===== config.mk =====
export PLATFORM = sky130hd
export DESIGN_NAME = keypad_scan_debounce
export DESIGN_NICKNAME = d
export VERILOG_FILES = /design/src/rtl/keypad_scan_debounce.sv
export SDC_FILE = /design/constraint.sdc
export NUM_CORES = 1
export LEC_CHECK = 0
export CORE_MARGIN = 4
export CORE_UTILIZATION = 60
export DETAILED_ROUTE_END_ITERATION = 7
export DONT_BUFFER_PORTS = 1
export GPL_TIMING_DRIVEN = 0
export MAX_ROUTING_LAYER = met4
export PLACE_DENSITY = 0.74
export SYNTH_ARGS = -nofsm -noshare
export SYNTH_HDL_FRONTEND = slang
export SYNTH_SLANG_ARGS = --single-unit

===== constraint.sdc =====
create_clock -name clk -period 3.3 [get_ports clk]
set_clock_uncertainty 0.15 [all_clocks]
set_input_delay 0.66 -clock clk [delete_from_list [all_inputs] [get_ports clk]]
set_output_delay 0.66 -clock clk [all_outputs]
set_load 0.02 [all_outputs]

===== src/rtl/keypad_scan_debounce.sv =====
// 4x4 matrix keypad scanner with press/release debounce.
// Drives one active-low row at a time, samples synchronized columns on each
// scan tick, and reports the accepted key code, a held flag, a one-clock
// press strobe and a 7-segment image of the last accepted key.
//
// Handshake: there is no back-pressure. key_pulse is a one-clock valid strobe
// that coincides with FLAG rising; TECLA and DISP are stable from that cycle
// until the next accepted press, so a consumer may sample them on key_pulse.
module keypad_scan_debounce #(
    parameter int FPGAFREQ       = 50_000_000,
    parameter int SCAN_HZ        = 1000,
    parameter int DEBOUNCE_SCANS = 20
) (
    input  logic       clk,
    input  logic       nreset,
    input  logic [3:0] COLUMNAS,
    output logic [3:0] FILAS,
    output logic [3:0] TECLA,
    output logic       FLAG,
    output logic       key_pulse,
    output logic [7:0] DISP,
    output logic [1:0] state_o
);

    localparam int TICK_DIV = FPGAFREQ / SCAN_HZ;
    localparam int DIV_W    = (TICK_DIV > 1) ? $clog2(TICK_DIV) : 1;
    localparam int CNT_W    = $clog2(DEBOUNCE_SCANS) + 1;

    localparam logic [DIV_W-1:0] DIV_LAST = DIV_W'(TICK_DIV - 1);
    localparam logic [CNT_W-1:0] DB_LAST  = CNT_W'(DEBOUNCE_SCANS - 1);

    typedef enum logic [1:0] {
        ST_SCAN     = 2'd0,
        ST_DEBOUNCE = 2'd1,
        ST_PRESSED  = 2'd2,
        ST_RELEASE  = 2'd3
    } state_t;

    logic [DIV_W-1:0] div_q;
    logic             tick;

    logic [3:0] col_meta_q;
    logic [3:0] col_sync_q;

    state_t     state_q, state_d;
    logic [1:0] row_q, row_d;
    logic [1:0] cand_col_q, cand_col_d;
    logic [CNT_W-1:0] cnt_q, cnt_d;
    logic [3:0] tecla_q, tecla_d;
    logic       flag_q, flag_d;
    logic       pulse_q, pulse_d;
    logic [7:0] disp_q, disp_d;

    logic [3:0] col_low;
    logic       any_low;
    logic [1:0] first_col;
    logic       cand_low;
    logic [CNT_W-1:0] cnt_inc;
    logic [3:0] new_code;

    // Key code for the (row, column) intersection of the keypad.
    function automatic logic [3:0] key_code(input logic [1:0] r, input logic [1:0] c);
        logic [3:0] code;
        case ({r, c})
            4'b00_00: code = 4'h1;
            4'b00_01: code = 4'h2;
            4'b00_10: code = 4'h3;
            4'b00_11: code = 4'hA;
            4'b01_00: code = 4'h4;
            4'b01_01: code = 4'h5;
            4'b01_10: code = 4'h6;
            4'b01_11: code = 4'hB;
            4'b10_00: code = 4'h7;
            4'b10_01: code = 4'h8;
            4'b10_10: code = 4'h9;
            4'b10_11: code = 4'hC;
            4'b11_00: code = 4'hE;
            4'b11_01: code = 4'h0;
            4'b11_10: code = 4'hF;
            default:  code = 4'hD;
        endcase
        return code;
    endfunction

    // Active-low hex font, bit order {dp,g,f,e,d,c,b,a}; dp always off.
    function automatic logic [7:0] hex7(input logic [3:0] v);
        logic [7:0] seg;
        case (v)
            4'h0: seg = 8'hC0;
            4'h1: seg = 8'hF9;
            4'h2: seg = 8'hA4;
            4'h3: seg = 8'hB0;
            4'h4: seg = 8'h99;
            4'h5: seg = 8'h92;
            4'h6: seg = 8'h82;
            4'h7: seg = 8'hF8;
            4'h8: seg = 8'h80;
            4'h9: seg = 8'h90;
            4'hA: seg = 8'h88;
            4'hB: seg = 8'h83;
            4'hC: seg = 8'hC6;
            4'hD: seg = 8'hA1;
            4'hE: seg = 8'h86;
            default: seg = 8'h8E;
        endcase
        return seg;
    endfunction

    assign tick = (div_q == DIV_LAST);

    // Free-running scan-rate divider; tick marks its terminal count.
    always_ff @(posedge clk or negedge nreset) begin
        if (!nreset) begin
            div_q <= '0;
        end else if (tick) begin
            div_q <= '0;
        end else begin
            div_q <= div_q + DIV_W'(1);
        end
    end

    // Two-flop synchronizer for the asynchronous, pulled-up column inputs.
    always_ff @(posedge clk or negedge nreset) begin
        if (!nreset) begin
            col_meta_q <= 4'hF;
            col_sync_q <= 4'hF;
        end else begin
            col_meta_q <= COLUMNAS;
            col_sync_q <= col_meta_q;
        end
    end

    assign col_low  = ~col_sync_q;
    assign any_low  = |col_low;
    assign cand_low = col_low[cand_col_q];
    assign cnt_inc  = (cnt_q == '1) ? cnt_q : cnt_q + CNT_W'(1);
    assign new_code = key_code(row_q, cand_col_q);

    // Lowest-index low column wins when several keys share a row.
    always_comb begin
        first_col = 2'd0;
        if (col_low[0]) begin
            first_col = 2'd0;
        end else if (col_low[1]) begin
            first_col = 2'd1;
        end else if (col_low[2]) begin
            first_col = 2'd2;
        end else if (col_low[3]) begin
            first_col = 2'd3;
        end
    end

    // Scan FSM state and output registers.
    always_ff @(posedge clk or negedge nreset) begin
        if (!nreset) begin
            state_q    <= ST_SCAN;
            row_q      <= 2'd0;
            cand_col_q <= 2'd0;
            cnt_q      <= '0;
            tecla_q    <= 4'h0;
            flag_q     <= 1'b0;
            pulse_q    <= 1'b0;
            disp_q     <= 8'hFF;
        end else begin
            state_q    <= state_d;
            row_q      <= row_d;
            cand_col_q <= cand_col_d;
            cnt_q      <= cnt_d;
            tecla_q    <= tecla_d;
            flag_q     <= flag_d;
            pulse_q    <= pulse_d;
            disp_q     <= disp_d;
        end
    end

    // Next-state logic; everything advances only on scan ticks.
    always_comb begin
        state_d    = state_q;
        row_d      = row_q;
        cand_col_d = cand_col_q;
        cnt_d      = cnt_q;
        tecla_d    = tecla_q;
        flag_d     = flag_q;
        pulse_d    = 1'b0;
        disp_d     = disp_q;
        if (tick) begin
            case (state_q)
                ST_SCAN: begin
                    if (any_low) begin
                        // Freeze the row and start confirming this column.
                        cand_col_d = first_col;
                        cnt_d      = '0;
                        state_d    = ST_DEBOUNCE;
                    end else begin
                        row_d = row_q + 2'd1;
                    end
                end
                ST_DEBOUNCE: begin
                    if (cand_low) begin
                        if (cnt_q >= DB_LAST) begin
                            state_d = ST_PRESSED;
                            flag_d  = 1'b1;
                            pulse_d = 1'b1;
                            tecla_d = new_code;
                            disp_d  = hex7(new_code);
                        end else begin
                            cnt_d = cnt_inc;
                        end
                    end else begin
                        state_d = ST_SCAN;
                    end
                end
                ST_PRESSED: begin
                    if (!cand_low) begin
                        cnt_d   = '0;
                        state_d = ST_RELEASE;
                    end
                end
                default: begin
                    if (!cand_low) begin
                        if (cnt_q >= DB_LAST) begin
                            // Rotation resumes from the frozen row.
                            flag_d  = 1'b0;
                            state_d = ST_SCAN;
                        end else begin
                            cnt_d = cnt_inc;
                        end
                    end else begin
                        state_d = ST_PRESSED;
                    end
                end
            endcase
        end
    end

    assign FILAS     = ~(4'b0001 << row_q);
    assign TECLA     = tecla_q;
    assign FLAG      = flag_q;
    assign key_pulse = pulse_q;
    assign DISP      = disp_q;
    assign state_o   = state_q;

endmodule


# Yosys cells after proc, flatten, opt, wreduce, memory -nomap -nowiden

Memories as Yosys holds them, arrays and structs flattened. A register that Yosys moved wholly into a read port is not among the register bits.
Index checks and enable logic that the tools add are counted.

Register bits after elaboration: 50
Memory bits (read-only): 176
Bits of input ports: 6
Output and inout port bits: 20
Word-level logic and storage cells: 74
Memories kept: 2

Add/sub/neg operators: 3
Order comparisons: 2
Equal/unequal tests: 10
Shift operators: 1
Mux-type cells: 30
Bitwise operators: 4
Reductions and logical operators: 11

Memory list:

| memory           | words | width | read ports | clocked after Yosys merged registers in | write ports | line | source |
|---|---|---|---|---|---|---|---|
| (name not given) | 16    | 7     | 1          | 1                                       | 0           | 88   | `case (v)` |
| (name not given) | 16    | 4     | 1          | 0                                       | 0           | 64   | `case ({r, c})` |

Operators by type and width:

| operator                                                                             | count |
|---|---|
| 6-bit 2-to-1 mux                                                                     | 6 |
| 2-bit 2-to-1 mux                                                                     | 10 |
| 6-bit one-hot mux with 3 select lines                                                | 1 |
| 16-bit by 1-bit adder with 16-bit output (second input constant)                     | 1 |
| 16-bit == test (second input constant)                                               | 1 |
| 16-bit 2-to-1 mux                                                                    | 1 |
| 5-bit AND reduction                                                                  | 3 |
| 1-bit 2-to-1 mux                                                                     | 9 |
| 4-bit inverter                                                                       | 2 |
| 6-bit by 1-bit adder with 6-bit output (second input constant)                       | 1 |
| 6-bit == test (second input constant)                                                | 1 |
| 6-bit by 5-bit greater-or-equal comparator with 1-bit output (second input constant) | 1 |
| 2-bit != test (second input constant)                                                | 3 |
| 2-bit one-hot mux with 3 select lines                                                | 1 |
| 3-bit AND reduction                                                                  | 2 |
| 5-bit nonzero test                                                                   | 1 |
| 4-bit AND reduction                                                                  | 1 |
| 4-bit OR reduction                                                                   | 1 |
| 1-bit by 2-bit left shift with 4-bit output (first input constant)                   | 1 |
| 2-bit by 3-bit less-than comparator with 1-bit output (second input constant)        | 1 |
| 3-bit by 1-bit != test with 1-bit output (second input constant)                     | 1 |
| 3-bit != test (second input constant)                                                | 1 |
| 2-bit by 1-bit adder with 2-bit output (second input constant)                       | 1 |
| 1-bit binary-select mux with 2-bit select                                            | 1 |
| other kinds (8)                                                                      | 9 |

# Logic depth before layout (Yosys ltp)

Depth after elaboration: 6
Depth in mapped cells: 10

# Least setup slack after synthesis

Ideal clock, no wire load.

Kind: register to register
From: register cand_col_q[0]
To: register disp_q[0], in the netlist DISP[0]
Data arrival time: 2.076 ns
Setup slack: 0.987 ns
Cell stages (with the launch flop): 9
Buffers on the path: 1
Period minus slack after synthesis: 2.313 ns
Cell sequence: dfrtp_1 -> buf_6 -> inv_1 -> ha_1 -> mux4_1 -> ha_1 -> or3_1 -> o221ai_1 -> mux2i_1

Word-level cells in the longest chain between the ends: 3
Elaborated cells between the ends (all ways): 4
Classes of those cells: mux: 2; reduce/logical: 1; memory: 1

RTL lines:

| element                                   | line | source |
|---|---|---|
| start, declared                           | 47   | `logic [1:0] cand_col_q, cand_col_d;` |
| start signal, assigned                    | 167  | `cand_col_q <= cand_col_d;` |
| 1-bit binary-select mux with 2-bit select | 135  | `assign cand_low = col_low[cand_col_q];` |
| 1-bit 2-to-1 mux (not written as such)    | 135  |  |
| 4-bit AND reduction (no line)             | n/a  |  |
| end, declared                             | 52   | `logic [7:0] disp_q, disp_d;` |

Several ways; a longest one is shown, not always the timed one. The select of a mux whose other input is x is not followed.
A chain may end at the register's enable or synchronous reset.

# Final worst setup path

From: register cand_col_q[0]
To: register disp_q[6], in the netlist DISP[6]

Elaborated cells between the ends (all ways): 4
Classes of those cells: mux: 2; reduce/logical: 1; memory: 1

RTL lines:

| element           | line | source |
|---|---|---|
| memory 16 x 4 bit | n/a  |  |
| via new_code[1]   | 59   | `logic [3:0] new_code;` |

The timed path passes the listed nets, and every way through them passes these cells. The select of a mux whose other input is x is not followed.

==> results.ini <==
[clocking]
cts_tree = done
clk_latency_ns = 0.30
cts_setup_buffers = 0
cts_htree_levels = 2
clockRootBuffer = clkbuf_8
cts.sinks = 49
cts_buffers = 5
path_clk_slew_ns = 0.10
cts_buffer_depth = 2

[setup_path]
crit_type = reg -> reg
critPathLaunchType = register
crit_arrival_ns = 2.70
path_max_fanout = 8
cp_cell_sequence = buf_6 -> inv_1 -> ha_1 -> mux4_1 -> inv_1 -> ha_1 -> mux2i_1 -> o211ai_1 -> o21a_1
max_stage_delay_ns = 0.62
required_ns = 3.40
slowest_stage = mux4_1
critPathCaptureType = register
reg2reg_slack_ns = 0.70

[power_and_ir_drop]
peakVddDrop_uv = 315.2
power_frac_seq_pct = 62.1
power_frac_clock_pct = 35.8
p_leak_nw = 1.333
switching_power_mw = 0.2215
sw_frac_of_total_pct = 22.43
power_density_nw_per_um2 = 339.5
power_frac_comb_pct = 2.0
power.internal_mw = 0.7660
finalPower_mw = 0.9875

[logic_synthesis]
syn_area_um2 = 2736
synth.most_common_cell = dfrtp_1
yosys.area.top_type = dfrtp_1
synthTopCellsByArea = dfrtp_1, dfstp_2, ha_1, mux2_2, mux2i_1
synth-edff-count = 0
synthFlopType = dfrtp_1
async_reset_ff_share_pct = 100.0
synth_warnings = 0
synthDistinctLibCells = 51
synth-seq-cells = 49
synth_common_cells = dfrtp_1, nand2_1, ha_1
synth_nets = 287
syn_inst = 260
avgSynthCellArea_um2 = 10.52
yosysSeqAreaShare_pct = 45.50
synth_top_area_share_pct = 31.09

[place]
dpl.hpwl_um = 3383
routabilityCongestion = 0.8618
port_buffers = 0
dpl_cell_area_um2 = 2801

[grt]
grt_first_pass_wirelength_um = 8162
grt_max_degree = 35
grt-ovfl-total = 0
grt_use_total_pct = 19.06
antenna_found_initial = 0
grt_pass1_vias = 1707

[routing]
vias = 1837
finalWirelength_um = 4723
final_antenna_net_count = 0
drtPass1Iterations = 4
viasPerCell = 5.723
drt_iter0_markers = 103
wl_per_cell_um = 14.71
drc_errors = 0

[cells_and_area]
insertedDiodeCount = 0
utilization_pct = 66.35
nNetsFinal = 295
drive_gt1_share_pct = 18.59
final_area_um2 = 2909
area_growth_pct = 6.310

[job]
maxCapViolCount = 0

[timing]
max_slew_margin_pct = 58.81
rsz0062_at_grt = false
fin_crit_ns = 2.598
worstMarginPinSlew_ns = 0.6178
final-setup-viol-count = 0
slew_viol_final = 0
period_share_pct = 78.74
hold_viol = 0
hold_ws_ns = 0.02611
max_freq_mhz = 384.9
setup-tns-final_ns = 0

[die]
design.core.area_um2 = 4384
num_rows = 24
io_pins = 26
die_h_um = 75.53
start_util_pct = 62.41
die_x_um = 75.53
die_area_um2 = 5705

[hold_path]
hold_path_class = in -> async

[status]
status = completed

final timing paths:
path / start / endpoint / cells after the start
max: cand_col_q[0] / DISP[6] / 9
min: nreset / TECLA[2] / 1
max reg2reg: cand_col_q[0] / DISP[6] / 9
min reg2reg: col_meta_q[3] / col_sync_q[3] / 0
max in group asynchronous: nreset / div_q[1] / 1
min in group clk: COLUMNAS[3] / col_meta_q[3] / 0
layout by cell type, fill, tap and decap left out, types with 4 or more instances in the layout:
cell type	count
mux2i_1	10
nand3_1	9
o21ai_0	6
nand2_1	24
nor3_1	4
nand4_1	8
xnor2_1	8
xor2_1	7
mux2_2	9
ha_1	21
clkbuf_1	5
clkbuf_8	5
a21oi_1	10
dfstp_2	15
and3_1	4
inv_1	17
nor2_1	17
dfrtp_1	34
kinds of logic (layout without fill, tap and decap cells):
logic type / after synthesis / after routing / share of synthesized area, %
AND/OR/NAND/NOR: 87 / 87 / 16.51
multiplexers: 21 / 21 / 9.145
XOR/XNOR: 15 / 15 / 4.801
AO/OA/AOI/OAI: 39 / 39 / 9.923
flip-flops: 49 / 49 / 45.50
adder cells (fa/ha/maj): 21 / 21 / 9.602
buffers and inverters: 27 / 36 / 4.389
other: 1 / 1 / 0.1370
power groups by stage:
stage	logic, mW	clock network (mW)	registers [mW]
after floorplan	0.00799	0	0.623
after global placement	0.00917	0	0.624
after detailed placement	0.00946	0	0.625
after CTS	0.0206	0.365	0.614
after global routing	0.0232	0.392	0.615
final	0.0201	0.354	0.613
critical path, delay by kind of cell, from the launching register on:
family,cells,cell delay [ns]
compound gates,2,0.36
fa+ha+maj,2,0.49
buf+inv,3,0.41
flops,1,0.42
mux,2,0.73
routing by layer:
metal | GRT usage (%) | vias up | wire, um
met4 | 4.660 | 0 | 56
met2 | 27.80 | 29 | 2161
met1 | 27.30 | 884 | 2293
li1 | - | 919 | -
met5 | - | - | 0
met3 | 3.958 | 5 | 211
sequential cells by signal, summed over array words and instances, names as in the netlist, named ones only:
name and flops:
row_q 2, cnt_q 6, key_pulse 1, FLAG 1, col_sync_q 4, TECLA 4
cand_col_q 2, DISP 7, col_meta_q 4, div_q 16, state_o 1
layout make-up:
cell class,instances,area (um2)
Sequential cell,49,1245
Fill cell,361,1475
Clock inverter,2,15.01
Timing Repair Buffer,1,20.02
Clock buffer,6,72.57
Multi-Input combinational cell,184,1371
Inverter,17,63.81
Buffer,10,56.30
Tap cell,52,65.06
metrics by stage:
stage                     std cells  worst slack, ns
final                           321           0.7016
after global routing            321           0.4932
after CTS                       321           0.6798
after detailed placement        312           0.7039
after global placement          312           0.7847
after floorplan                 260           0.9875
repair_timing:
item | in CTS | in global routing
endpoints found under the hold margin | 34 | 0
hold buffers | 1 | 0
resized for setup | 0 | 0
(Power assumes the default switching activity.)
